==> config.mk <==
export PLATFORM = sky130hd
export DESIGN_NAME = grayscale_frame_arbiter
export DESIGN_NICKNAME = d
export VERILOG_FILES = /design/src/rtl/grayscale_frame_arbiter.sv
export SDC_FILE = /design/constraint.sdc
export NUM_CORES = 1
export LEC_CHECK = 0
export BUFFER_PORTS_ARGS = -buffer_cell sky130_fd_sc_hd__buf_2
export CAP_MARGIN = 20
export CORE_UTILIZATION = 47
export DETAILED_ROUTE_END_ITERATION = 8
export GPL_ROUTABILITY_DRIVEN = 0
export GPL_TIMING_DRIVEN = 0
export PLACE_DENSITY = 0.8
export SLEW_MARGIN = 20
export SYNTH_ARGS = -nofsm -noshare
export SYNTH_HDL_FRONTEND = slang
export SYNTH_SLANG_ARGS = --single-unit
==> constraint.sdc <==
create_clock -name clock -period 2.19 [get_ports clock]
set_input_delay 0.3285 -clock clock [delete_from_list [all_inputs] [get_ports clock]]
set_output_delay 0.3285 -clock clock [all_outputs]
set_load 0.005 [all_outputs]
==> src/rtl/grayscale_frame_arbiter.sv <==
// Frame-granular round-robin arbiter sharing one grayscale stage between two RGB input FIFOs.
// Optional starvation timeout enabled by defining GS_ARB_TIMEOUT_EN.
module grayscale_frame_arbiter #(
  parameter int FIFO_DWIDTH_IN = 24,
  parameter int WIDTH          = 720,
  parameter int HEIGHT         = 540,
  parameter int TIMEOUT_CYCLES = 4096
) (
  input  logic                      clock,
  input  logic                      reset,
  output logic                      in0_rd_en,
  input  logic [FIFO_DWIDTH_IN-1:0] in0_dout,
  input  logic                      in0_empty,
  output logic                      in1_rd_en,
  input  logic [FIFO_DWIDTH_IN-1:0] in1_dout,
  input  logic                      in1_empty,
  input  logic                      gs_rd_en,
  output logic [FIFO_DWIDTH_IN-1:0] gs_dout,
  output logic                      gs_empty,
  output logic                      active_src,
  output logic                      busy,
  output logic                      frame_done,
  output logic                      frame_abort
);

  localparam int FRAME_PIXELS = WIDTH * HEIGHT;
  localparam int CNT_W = $clog2(FRAME_PIXELS);
  localparam logic [CNT_W-1:0] LAST_PIX = CNT_W'(FRAME_PIXELS - 1);

  typedef enum logic [1:0] {IDLE, GRANT0, GRANT1} state_t;

  state_t           state, state_nxt;
  logic [CNT_W-1:0] pix_cnt;
  logic             last_grant;
  logic             rd_fire;
  logic             last_read;
  logic             grant_src;
  logic             stall_abort;

  assign busy      = (state != IDLE);
  assign grant_src = (state_nxt == GRANT1);

  always_comb begin
    state_nxt = state;
    gs_dout   = '0;
    gs_empty  = 1'b1;
    in0_rd_en = 1'b0;
    in1_rd_en = 1'b0;
    case (state)
      IDLE: begin
        // A tie goes to whichever source did not get the previous frame.
        if (!in0_empty && !in1_empty) state_nxt = last_grant ? GRANT0 : GRANT1;
        else if (!in0_empty)          state_nxt = GRANT0;
        else if (!in1_empty)          state_nxt = GRANT1;
      end
      GRANT0: begin
        gs_dout   = in0_dout;
        gs_empty  = in0_empty;
        in0_rd_en = gs_rd_en & ~in0_empty;
      end
      GRANT1: begin
        gs_dout   = in1_dout;
        gs_empty  = in1_empty;
        in1_rd_en = gs_rd_en & ~in1_empty;
      end
      default: state_nxt = IDLE;
    endcase
    rd_fire   = in0_rd_en | in1_rd_en;
    last_read = rd_fire && (pix_cnt == LAST_PIX);
    if (last_read || stall_abort) state_nxt = IDLE;
  end

  always_ff @(posedge clock or posedge reset) begin
    if (reset) begin
      state      <= IDLE;
      pix_cnt    <= '0;
      last_grant <= 1'b1;
      active_src <= 1'b0;
      frame_done <= 1'b0;
    end else begin
      state      <= state_nxt;
      frame_done <= last_read;
      if (state == IDLE && state_nxt != IDLE) begin
        pix_cnt    <= '0;
        active_src <= grant_src;
        last_grant <= grant_src;
      end else if (last_read || stall_abort) begin
        pix_cnt <= '0;
      end else if (rd_fire) begin
        pix_cnt <= pix_cnt + 1'b1;
      end
    end
  end

`ifdef GS_ARB_TIMEOUT_EN
  localparam int STALL_W = $clog2(TIMEOUT_CYCLES);
  localparam logic [STALL_W-1:0] STALL_LAST = STALL_W'(TIMEOUT_CYCLES - 1);

  logic [STALL_W-1:0] stall_cnt;
  logic               src_empty;
  logic               abort_q;

  // last_grant is left untouched on abort so the other source wins the next tie.
  assign src_empty   = (state == GRANT0) ? in0_empty : in1_empty;
  assign stall_abort = busy && src_empty && (stall_cnt == STALL_LAST);
  assign frame_abort = abort_q;

  always_ff @(posedge clock or posedge reset) begin
    if (reset) begin
      stall_cnt <= '0;
      abort_q   <= 1'b0;
    end else begin
      abort_q <= stall_abort;
      if (!busy || !src_empty || stall_abort) stall_cnt <= '0;
      else                                    stall_cnt <= stall_cnt + 1'b1;
    end
  end
`else
  assign stall_abort = 1'b0;
  assign frame_abort = 1'b0;
`endif

endmodule

; ---- Yosys cells after proc, flatten, opt, wreduce, memory -nomap -nowiden
; Cells that the tools add are included.
[word_totals]
reg_bits = 24
inputBits = 53
elab_cells = 38
[op_classes]
n_addsub = 1
eq_ne = 4
mux = 13
bitwise_logic = 5
reduce_logical = 10
[op_table]
columns = cell, n
row1 = 19-bit two-way mux, 3
row2 = 24-bit one-hot mux with 2 select lines, 1
row3 = "19-bit by 1-bit adder with 19-bit output, second input constant", 1
row4 = "19-bit == test, second input constant", 1
row5 = 2-bit two-way mux, 5
row6 = "2-bit == test, second input constant", 2
row7 = 2-bit one-hot mux with 2 select lines, 1
row8 = 2-bit nonzero test, 2
row9 = 1-bit logical AND, 3
row10 = 3-bit nonzero test, 1
row11 = 1-bit bitwise AND, 2
row12 = "2-bit by 1-bit == test with 1-bit output, second input constant", 1
row13 = 1-bit zero test, 2
row14 = 2-bit zero test, 1
row15 = 1-bit two-way mux, 2
row16 = 1-bit inverter, 2
row17 = 1-bit one-hot mux with 2 select lines, 1
row18 = 2-bit OR reduction, 1
row19 = 1-bit OR, 1

; ---- Logic depth before layout (Yosys ltp)
; Gate-level depths: netlist of run 1.
[depth]
ltp_word = 9
mapped_depth = 9
depth_no_buf = 7

; ---- Worst setup path after synthesis of run 1
; Ideal clock, no wire load.
[synth_timing]
kind = register to register
startpoint = register state[0]
endpoint = register pix_cnt[15]
t_arrival_ns = 1.818
setup_slack_ns = 0.252
stages_incl_launch_ff = 10
n_path_buf = 2
cell_sequence = dfrtp_1 > inv_1 > ha_1 > buf_2 > and2b_1 > o21a_1 > clkbuf_1 > nor2_1 > a31o_2 > a22o_1
[synth_between]
elab_chain_len = 8
[synth_lines]
columns = item, line_no
row1 = start: declaration, 32  ; state_t state, state_nxt;
row2 = start signal: assignment, 81  ; state <= state_nxt;
row3 = "2-bit two-way mux, or another cell as far along", 54  ; else if (!in1_empty) state_nxt = GRANT1;
row4 = 2-bit two-way mux / 1-bit two-way mux (equally long branches), "53, 49"
row5 = 2-bit two-way mux / 1-bit OR (equally long branches), "52, 68"
row6 = 2-bit one-hot mux with 2 select lines / 1-bit logical AND (equally long branches), "49, 69"
row7 = 2-bit two-way mux, 70  ; if (last_read || stall_abort) state_nxt = IDLE;
row8 = 2-bit nonzero test, 83  ; if (state == IDLE && state_nxt != IDLE) begin
row9 = 1-bit logical AND, 83
row10 = 3-bit nonzero test (no source line) / 19-bit two-way mux (equally long branches), --
row11 = end signal: assignment, 90  ; pix_cnt <= pix_cnt + 1'b1;
row12 = end: declaration, 33  ; logic [CNT_W-1:0] pix_cnt;
; Parallel ways exist; a longest one is shown, timed or not.
; A chain may end at the register's enable or synchronous reset.

; ---- Worst setup path in the final report of run 1
[layout_timing]
startpoint = register state[0]
endpoint = output gs_dout[19]
[layout_between]
elab_chain_len = 2
[layout_lines]
columns = item, line_no
row1 = 2-bit == test / 2-bit by 1-bit == test with 1-bit output (equally long branches), 49  ; case (state)
row2 = 24-bit one-hot mux with 2 select lines (*), 49
row3 = end: declaration, 18  ; output logic [FIFO_DWIDTH_IN-1:0] gs_dout,
; Every way passes the cells marked *; elsewhere a longest branch is shown, timed or not.

==> impl_results.md, run 1 <==
- Status: finished clean
- Port Buffer Count: 82
- Post-Syn Area per Cell: 8.12 µm²
- CP Max Fanout: 10
- CP Data Arrival Time: ~1.7 ns
- Tmin final: 2.04 ns
- Max rail drop VDD: approximately 490 µV
- Initial DRC count: 141
- Met2 Usage GRT: 0.399
- First-pass GRT wire length: 8.49 mm
- Critical Path End Type: output pin
- CP Launch Type: register
- Total design power: between 1 and 1.5 mW
- Cells after synthesis: 227
- Synth top area share: 0.312
- # DRC: 0
- Pin count of the biggest net entering global routing: 25
- # diodes: 0
- Die area: 0.00418 mm²
- Worst-Skew Late Latency: 0.27 ns
- Leakage: roughly 1.2 nW
- Worst-Margin Slew: 0.919 ns
- Top Usage Layer GRT: met2
- Area leader, netlist: dfrtp_1
- Clock transition at path regs: 0.09 ns
- Adder-cell area share of the yosys netlist: 0.0271
- Horiz. Die Dim: 64.6 µm
- Max-cap violations: 0
- Initial Util: 0.496
- CTS tree: yes
- Syn_nets: 284
- Final Hold Fails: 0
- Final instance area: 0.00243 mm²
- Hold Path Class: input pin to asynchronous set/reset pin
- Final WL: 5.43 mm
- Netlist Area Pre-Place: roughly 0.0018 mm²
- Total CTS buffers: 3
- Vias per inst: 5.74
- Most common cell in the synthesized netlist: a22oi_1
- FF+latch count, synth: 24
- Clock Sinks: 24
- Row count: 22
- # IOs: 84
- DP Wirelength: between 3 and 4 mm
- Post-DRT Antenna Nets: 0
- Post-synthesis simple-gate area fraction: 0.312
- Number of flops mapped to enable cells by yosys: 0
- Layout cells sized above 1: 0.365
- CTS root buf: clkbuf_8
- Clock Tree Buf Depth: 2
- Synth unique cells: 47
- Prevailing post-synth register cell: dfrtp_1
- NumNets Final: 373
- H-tree depth: 1
- Count of final max-slew check failures: 0
- Unrepaired setup endpoints after global routing: false
- Area growth syn-to-layout: 32.0%
- Wirelength per Cell: 14.9 µm
- Global Route met1 Usage: 0.376
- Post-Synth XOR/XNOR Area: 0.00950
- Sequential fraction of the synthesis area: 0.326
- Clock skew: between 0.003 and 0.004 ns
- Area after DPL: ~0.0023 mm²
- Compound-Gate Fraction of Synth Area: 0.258
- Slew margin rel.: 0.387
- 1st-pass router iterations: 4
- Via Count: 2082
- Count of endpoints failing setup in the final report: 0
- Data required time of the critical path: 1.86 ns
- Kind of critical path: register to output pin
- Period Utilization, post-route: 0.930
- Gr usage total: 0.258
- Largest family of logic cells by synthesized area: simple AND/OR/NAND/NOR gates
- Gr ovfl total: 0
- Mux cell area share after synthesis: 0.00543
- Filler cells: 343
- # hold bufs at CTS: 0
- Die Y: ~65 µm
- M3 GR Usage: 0.0423
- Top post-synthesis cells by area: dfrtp_1, a22oi_1, nor2b_1
- Core area: between 0.003 and 0.004 mm²
- Post-synth top cells: a22oi_1, nor2b_1, dfrtp_1
- Yosys warns: 0
- Antenna violations before repair: 0
- Ys async rst share: 1.00
- FMAX: 491 MHz
- Vias in the first global route: between 1500 and 2000
- P per Cell Area: roughly 460 mW/mm²
[metrics by stage]
step	instances	hold slack, ns	setup slack, ns	TNS (ns)	util
floorplan	227	0.342	0.252	0	-
global placement	357	0.461	-0.140	-0.797	0.623
detailed placement	357	0.479	-0.174	-1.14	0.623
CTS	362	0.278	0.00603	0	0.648
global route	363	0.325	0.00250	0	0.655
finish	363	0.246	0.154	0	0.655
[sequential cells by signal, summed over array words and instances, names as in the netlist]
name        cells
active_src      1
frame_done      1
last_grant      1
pix_cnt        19
state           2
[worst paths after layout]
kind / start / end / slack (ns) / cells after the start
max: state[0] / gs_dout[19] / 0.15 / 7
min: reset / pix_cnt[5] / 0.25 / 2
max reg2reg: pix_cnt[0] / pix_cnt[15] / 0.16 / 7
min reg2reg: pix_cnt[18] / pix_cnt[18] / 0.50 / 1
max in group asynchronous: reset / state[1] / 1.32 / 2
min in group clock: in0_empty / state[0] / 0.44 / 3
[cells in the final DEF (no fill, tap or decap), types with 4 or more instances in the layout]
cell type and n:
nor3_1 7, o21ai_0 9, buf_4 6, inv_1 6, nor2_1 16, buf_2 89, nor2b_1 24, a31oi_1 10
dfrtp_1 22, nand2_1 19, ha_1 4, nand3_1 14, a22oi_1 25
[metal layers]
metal / up-vias / part of all wire
met5: - / 0
met4: 0 / 0.013
met3: 8 / 0.064
met2: 80 / 0.49
met1: 970 / 0.44
li1: 1024 / -
[cell type report]
cell class / instances / area [µm²] / share of cell area
well taps: 48 / 60.1 / 0.0247
plain buffers: 16 / 93.8 / 0.0385
repair buffers: 85 / 433 / 0.178
inverters: 7 / 26.3 / 0.0108
multi-input cells: 179 / 1150 / 0.471
clock buffers: 3 / 41.3 / 0.0170
flip-flops and latches: 24 / 603 / 0.248
clock inverters: 1 / 30.0 / 0.0123
[critical path, stage by stage, from the launching register on]
cell and delay [ns]:
dfrtp_1 0.42, inv_2 0.11, ha_1 0.16, buf_2 0.18, clkbuf_4 0.22, a22oi_1 0.10
nor2b_1 0.12, buf_2 0.12
[repair_timing]
item                                    CTS  global route
endpoints found under the setup margin   34            39
cloned                                    0             0
gates resized for setup                   6            19
setup buffers                             2             1
[report_power, final]
group	total (mW)	switching [mW]	internal, mW
registers	0.523	0.0448	0.478
logic	0.216	0.106	0.110
clock network	0.391	0.147	0.245
[cells by family (layout without fill, tap and decap cells)]
group / Yosys count / count (layout)
multiplexers: 1 / 1
adder cells (fa/ha/maj): 4 / 4
AND/OR/NAND/NOR: 105 / 105
buffers and inverters: 24 / 112
AO/OA/AOI/OAI: 66 / 66
flip-flops: 24 / 24
other: 1 / 1
XOR/XNOR: 2 / 2
Note: power is estimated with default switching activity, not from simulation.
==> inputs of run 2 (changes only) <==
CORE_UTILIZATION = 40   (was 47)
PLACE_DENSITY = 0.7   (was 0.8)
SLEW_MARGIN = default   (was 20)
==> run 2 against run 1 <==
Against the previous run: maximum frequency down 2.4%; global-route usage down 3.7 points; design area down 0.26%; sequential share of layout area up 0.064 points; critical path type is now register to register; critical path depth unchanged; cell count up 0.28%; non-clock buffer count down 3; sequential power up 1%; via count down 0.29%; power down 0.31%; register-to-register slack worse by 0.06 ns.
==> impl_results.md, run 2 (same netlist as run 1, synthesis figures left out) <==
- Status: finished clean (unchanged)
- Layout cells sized above 1: 0.369 (was 0.365)
- Initial Util: 0.421 (was 0.496)
- Unrepaired setup endpoints after global routing: false (unchanged)
- # diodes: 0 (unchanged)
- Gr ovfl total: 0 (unchanged)
- Final WL: 5.40 mm (was 5.43 mm)
- Max-cap violations: 0 (unchanged)
- Initial DRC count: 165 (was 141)
- Largest regs: pix_cnt x19, state x2 (unchanged)
- Max rail drop VDD: 470 µV (was 493 µV)
- Clock skew: 0.00488 ns (was 0.00366 ns)
- Pin count of the biggest net entering global routing: 25 (unchanged)
- Reg power frac: 0.469 (was 0.463)
- CP cell instances: ha_1 > nand3_1 > nor2_2 > and3_4 > buf_6 > or4_1 > a31oi_1 (was inv_2 > ha_1 > buf_2 > clkbuf_4 > a22oi_1 > nor2b_1 > buf_2)
- NumNets Final: 370 (was 373)
- First-pass GRT wire length: 8.92 mm (was 8.49 mm)
- Area after DPL: 0.00232 mm² (was 0.00231 mm²)
- Clock Sinks: 24 (unchanged)
- Final Hold Fails: 0 (unchanged)
- Vias per inst: 5.70 (was 5.74)
- Row count: 24 (was 22)
- Horiz. Die Dim: 69.9 µm (was 64.6 µm)
- Antenna violations before repair: 0 (unchanged)
- Gr usage total: 0.221 (was 0.258)
- Wirelength per Cell: 14.8 µm (was 14.9 µm)
- Period Utilization, post-route: 0.953 (was 0.930)
- Worst-Skew Late Latency: 0.27 ns (about the same)
- CP bufs+invs: 1 (was 4)
- Port Buffer Count: 82 (unchanged)
- Worst-Margin Slew: 0.915 ns (was 0.919 ns)
- Combinational fraction of design power: 0.188 (was 0.191)
- Most frequent cells in the layout: buf_2, a22oi_1, nor2b_1 (unchanged)
- CP Data Arrival Time: 2.28 ns (was 1.71 ns)
- Post-place setup slack: -0.242 ns (was -0.174 ns)
- # hold bufs at CTS: 0 (unchanged)
- Crit path depth: 7 (unchanged)
- Fin worst setup slack: 0.104 ns (was 0.154 ns)
- Critical Path End Type: register (was output pin)
- CP Max Fanout: 7 (was 10)
- Crit path max-delay family: simple AND/OR/NAND/NOR gates (was buffers and inverters)
- Die Y: 69.9 µm (was 64.6 µm)
- P per Cell Area: 464 mW/mm² (about the same)
- Clk pwr share: 0.343 (was 0.346)
- Tmin final: 2.09 ns (was 2.04 ns)
- Max reg flops: 19 (unchanged)
- H-tree depth: 1 (unchanged)
- Commonest non-fill, non-tap cell in the layout: buf_2 (unchanged)
- Clock Tree Buf Depth: 2 (unchanged)
- Post-DRT Antenna Nets: 0 (unchanged)
- Total design power: 1.13 mW (about the same)
- Die area: 0.00489 mm² (was 0.00418 mm²)
- Kind of critical path: register to register (was register to output pin)
- Count of final max-slew check failures: 0 (unchanged)
- Leakage: 1.17 nW (was 1.18 nW)
- Internal Power: 0.830 mW (was 0.833 mW)
- Biggest register: pix_cnt (unchanged)
- Via Count: 2076 (was 2082)
- # IOs: 84 (unchanged)
- Area growth syn-to-layout: 31.7% (was 32.0%)
- Clock transition at path regs: 0.09 ns (about the same)
- Vias in the first global route: 1905 (was 1764)
- Fin Setup TNS: 0 ns (unchanged)
- Count of endpoints failing setup in the final report: 0 (unchanged)
- # DRC: 0 (unchanged)
- Slew margin rel.: 0.389 (was 0.387)
- FMAX: 479 MHz (was 491 MHz)
- CP Launch Type: register (unchanged)
- CP peak stage delay: 0.47 ns (was 0.42 ns)
- Slowest-stage cell, CP: or4_1 (was dfrtp_1)
- Data required time of the critical path: 2.38 ns (was 1.86 ns)
- Total CTS buffers: 3 (unchanged)
- Sw Share: 0.263 (about the same)
- Net switching power: 0.296 mW (was 0.297 mW)
- Hold Path Class: input pin to asynchronous set/reset pin (unchanged)
- Core area: 0.00438 mm² (was 0.00372 mm²)
- CTS root buf: clkbuf_8 (unchanged)
- Reg2Reg Depth: 7 (unchanged)
- 1st-pass router iterations: 6 (was 4)
- Final instance area: 0.00243 mm² (about the same)
- CTS tree: yes (unchanged)
- DP Wirelength: 4.05 mm (was 4.00 mm)
-- run 2: cell types whose count changed in the layout (fill, tap and decap cells not counted) --
| cell | change |
|---|---|
| buf_2 | -1 |
| buf_4 | -3 |
| clkbuf_1 | -1 |
| clkbuf_2 | +1 |
| clkbuf_4 | +1 |
| nor2_1 | -1 |
| nor2_2 | +1 |
| nor3_1 | -1 |
| nor3_2 | +1 |
-- run 2: power by group through the flow --
stage | Combinational, mW | Clock, mW | Sequential (mW)
global placement | 0.204 | 0 | 0.528
CTS | 0.211 | 0.395 | 0.524
detailed placement | 0.208 | 0 | 0.533
floorplan | 0.113 | 0 | 0.521
global route | 0.240 | 0.413 | 0.531
finish | 0.211 | 0.386 | 0.528
-- run 2: layout make-up --
| cell class | instances | area (µm²) |
|---|---|---|
| Clock buffer | 3 | 41.3 |
| Multi-Input combinational cell | 179 | 1150 |
| Sequential cell | 24 | 603 |
| Timing Repair Buffer | 83 | 418 |
| Buffer | 15 | 90.1 |
| Fill cell | 420 | 1960 |
| Tap cell | 52 | 65.1 |
| Clock inverter | 1 | 30.0 |
| Inverter | 7 | 26.3 |
-- run 2: what timing repair did --
item	in CTS	in global routing
endpoints found under the setup margin	37	38
buffers inserted	1	0
endpoints found under the hold margin	0	0
pin swaps	0	0
resized for setup	7	17
-- run 2: per-layer routing --
| layer | global-route usage | wire length, µm | up-vias | part of all wire |
|---|---|---|---|---|
| li1 | - | - | 1016 | - |
| met1 | 0.308 | 2430 | 984 | 0.45 |
| met2 | 0.349 | 2620 | 66 | 0.48 |
| met3 | 0.0375 | 256 | 10 | 0.047 |
| met4 | 0.0689 | 93 | 0 | 0.017 |
| met5 | 0 | 0 | - | 0 |
-- run 2: metrics by stage --
| stage | hold WS [ns] | utilization | cells |
|---|---|---|---|
| final | 0.250 | 0.554 | 364 |
| after global routing | 0.342 | 0.554 | 364 |
| after CTS | 0.292 | 0.549 | 365 |
| after detailed placement | 0.461 | 0.529 | 361 |
| after global placement | 0.464 | 0.529 | 361 |
| after floorplan | 0.342 | - | 227 |
-- run 2: path summary, 6_finish.rpt --
path | start | endpoint | slack, ns
worst min register to register | active_src | active_src | 0.48
worst max-delay path | pix_cnt[0] | pix_cnt[18] | 0.10
min in group clock | in0_empty | state[0] | 0.45
worst max register to register | pix_cnt[0] | pix_cnt[18] | 0.10
max in group asynchronous | reset | state[1] | 1.32
worst min-delay path | reset | pix_cnt[1] | 0.25
-- run 2: worst register-to-register path, cell delays in order, from the launching register on --
cell     delay [ns]
dfrtp_1        0.44
ha_1           0.25
nand3_1        0.23
nor2_2         0.13
and3_4         0.19
buf_6          0.13
or4_1          0.47
a31oi_1        0.19
==> inputs of run 3 (changes only) <==
ABC_AREA = 1   (was default)
PLACE_DENSITY = 0.68   (was 0.7)
==> run 3 against run 2 <==
Against the previous run: maximum frequency up 4.0%; hold slack worse by 0.017 ns; cell count up 34%; die area up 11%; setup slack better by 0.080 ns; design area up 8.4%; sequential power up 4%; power up 100%; critical path type is now register to output pin; largest cell class unchanged.
==> impl_results.md, run 3 <==
- Status: finished clean (unchanged)
- Vias per inst: 4.68 (was 5.70)
- Most Frequent Cell on Critical Path: buf_2
- Synth top area share: 0.279 (was 0.312)
- Most common cell in the synthesized netlist: nand2_1 (was a22oi_1)
- Cells after synthesis: 333 (was 227)
- Sequential fraction of the synthesis area: 0.292 (was 0.326)
- Pin count of the biggest net entering global routing: 25 (unchanged)
- Gr ovfl total: 0 (unchanged)
- Tmin final: 2.01 ns (was 2.09 ns)
- CP Max Fanout: 10 (was 7)
- CTS root buf: clkbuf_8 (unchanged)
- Final Hold Fails: 0 (unchanged)
- Slew margin rel.: 0.409 (was 0.389)
- CTS tree: yes (unchanged)
- Clock Tree Buf Depth: 2 (unchanged)
- Fin Setup TNS: 0 ns (unchanged)
- Post-DRT Antenna Nets: 0 (unchanged)
- Total CTS buffers: 3 (unchanged)
- Clock Sinks: 24 (unchanged)
- Biggest register: pix_cnt (unchanged)
- First-pass GRT wire length: 8.42 mm (was 8.92 mm)
- Critical Path End Type: output pin (was register)
- Hold Path Class: input pin to asynchronous set/reset pin (unchanged)
- Core area: 0.00485 mm² (was 0.00438 mm²)
- Kind of critical path: register to output pin (was register to register)
- CP cell instances: inv_1 > ha_1 > buf_2 > clkbuf_2 > nand2_1 > a21oi_1 > buf_2 (was ha_1 > nand3_1 > nor2_2 > and3_4 > buf_6 > or4_1 > a31oi_1)
- Horiz. Die Dim: 73.8 µm (was 69.9 µm)
- Internal Power: 1.26 mW (was 0.830 mW)
- WHS: 0.234 ns (was 0.250 ns)
- Worst-Skew Late Latency: 0.27 ns (about the same)
- Max-cap violations: 0 (unchanged)
- Combinational fraction of design power: 0.591 (was 0.188)
- Initial DRC count: 83 (was 165)
- Die Y: 73.8 µm (was 69.9 µm)
- Count of endpoints failing setup in the final report: 0 (unchanged)
- Final WL: 5.37 mm (was 5.40 mm)
- Post-synth top cells: nand2_1, inv_1, a21oi_1 (was a22oi_1, nor2b_1, dfrtp_1)
- Area growth syn-to-layout: 27.8% (was 31.7%)
- Vias in the first global route: 1940 (was 1905)
- Number of flops mapped to enable cells by yosys: 0 (unchanged)
- FF+latch count, synth: 24 (unchanged)
- Initial Util: 0.425 (was 0.421)
- Gr usage total: 0.197 (was 0.221)
- CP Launch Type: register (unchanged)
- Count of final max-slew check failures: 0 (unchanged)
- 1st-pass router iterations: 4 (was 6)
- Setup Buffers After CTS: 0 (was 1)
- Layout cells sized above 1: 0.267 (was 0.369)
- Period Utilization, post-route: 0.916 (was 0.953)
- Ys async rst share: 1.00 (unchanged)
- Antenna violations before repair: 0 (unchanged)
- Leakage: 1.45 nW (was 1.17 nW)
- Slowest-stage cell, CP: dfrtp_1 (was or4_1)
- Sw Share: 0.450 (was 0.263)
- Yosys warns: 0 (unchanged)
- Netlist Area Pre-Place: 0.00206 mm² (was 0.00184 mm²)
- Wirelength per Cell: 11.0 µm (was 14.8 µm)
- # IOs: 84 (unchanged)
- Row count: 25 (was 24)
- Clock skew: 0.00654 ns (was 0.00488 ns)
- Area leader, netlist: dfrtp_1 (unchanged)
- Max rail drop VDD: 367 µV (was 470 µV)
- Via Count: 2276 (was 2076)
- Net switching power: 1.03 mW (was 0.296 mW)
- Post-Syn Area per Cell: 6.18 µm² (was 8.12 µm²)
- Finished Core Util: 0.543 (was 0.554)
- Largest regs: pix_cnt x19, state x2 (unchanged)
- Unrepaired setup endpoints after global routing: false (unchanged)
- H-tree depth: 1 (unchanged)
- Reg power frac: 0.238 (was 0.469)
- Commonest non-fill, non-tap cell in the layout: nand2_1 (was buf_2)
- NumNets Final: 477 (was 370)
- Worst-Margin Slew: 0.886 ns (was 0.915 ns)
- FMAX: 498 MHz (was 479 MHz)
- # DRC: 0 (unchanged)
- # diodes: 0 (unchanged)
- Clk pwr share: 0.171 (was 0.343)
- CP Data Arrival Time: 1.68 ns (was 2.28 ns)
- Top post-synthesis cells by area: dfrtp_1, nand2_1, a21oi_1 (was dfrtp_1, a22oi_1, nor2b_1)
- Port Buffer Count: 82 (unchanged)
- DP Wirelength: 4.20 mm (was 4.05 mm)
- Syn_nets: 390 (was 284)
- Synth unique cells: 31 (was 47)
- Die area: 0.00544 mm² (was 0.00489 mm²)
- Clock transition at path regs: 0.09 ns (about the same)
- Most frequent cells in the layout: nand2_1, buf_2, inv_1 (was buf_2, a22oi_1, nor2b_1)
- P per Cell Area: 873 mW/mm² (was 464 mW/mm²)
- CP peak stage delay: 0.40 ns (was 0.47 ns)
- Prevailing post-synth register cell: dfrtp_1 (unchanged)
- Max reg flops: 19 (unchanged)
- Data required time of the critical path: 1.86 ns (was 2.38 ns)
[run 3: worst paths after layout]
path | start | to | slack, ns | cells after the start
setup / recovery | state[1] | gs_dout[22] | 0.18 | 7
hold / removal | reset | pix_cnt[18] | 0.23 | 2
setup reg to reg | state[0] | pix_cnt[13] | 0.26 | 13
hold reg to reg | last_grant | last_grant | 0.47 | 2
max in group asynchronous | reset | pix_cnt[3] | 1.41 | 2
min in group clock | last_grant | last_grant | 0.47 | 2
[run 3: area by class of cell]
| class | count | area, µm² |
|---|---|---|
| clock inverters | 1 | 30.0 |
| fillers | 488 | 2220 |
| well taps | 67 | 83.8 |
| repair buffers | 82 | 410 |
| flip-flops and latches | 24 | 602 |
| inverters | 43 | 161 |
| clock buffers | 3 | 41.3 |
| plain buffers | 13 | 86.3 |
| multi-input cells | 253 | 1220 |
[run 3: power by group through the flow]
| stage | logic (mW) | clock network [mW] | registers, mW |
|---|---|---|---|
| detailed placement | 1.35 | 0 | 0.556 |
| finish | 1.36 | 0.392 | 0.547 |
| global route | 1.56 | 0.416 | 0.557 |
| global placement | 1.35 | 0 | 0.553 |
| floorplan | 0.876 | 0 | 0.548 |
| CTS | 1.36 | 0.401 | 0.547 |
[run 3: what timing repair did]
action                                  CTS  global route
gates resized for setup                   0            11
hold buffers                              0             0
endpoints found under the setup margin    0            21
[run 3: critical path, delay by kind of cell, from the launching register on]
family	cells	cell delay (ns)
compound gates	1	0.16
simple gates	1	0.07
buf+inv	4	0.64
flops	1	0.40
fa+ha+maj	1	0.14
[run 3: cell families (layout without fill, tap and decap cells)]
kind of cell,Yosys count,count (layout),synth area share
AND/OR/NAND/NOR,198,198,0.408
other,1,1,0.00182
adder cells (fa/ha/maj),4,4,0.0243
buffers and inverters,56,142,0.117
AO/OA/AOI/OAI,37,37,0.102
XOR/XNOR,13,13,0.0553
flip-flops,24,24,0.292
[run 3: per-stage QoR]
stage | cell area (µm²) | total power, mW | cells | worst slack [ns]
2_1_floorplan | 2060 | 1.42 | 333 | 0.508
3_3_place_gp | 2550 | 1.90 | 482 | 0.299
3_5_place_dp | 2550 | 1.91 | 482 | 0.266
4_1_cts | 2630 | 2.31 | 486 | 0.0105
5_1_grt | 2630 | 2.53 | 486 | 0.00893
6_report | 2630 | 2.30 | 486 | 0.183
[run 3: routing by layer]
metal	up-vias	share of wire	GRT usage
met5	-	0	0
met4	0	0.010	0.0470
met3	7	0.060	0.0247
met2	76	0.48	0.364
met1	991	0.45	0.241
li1	1202	-	-
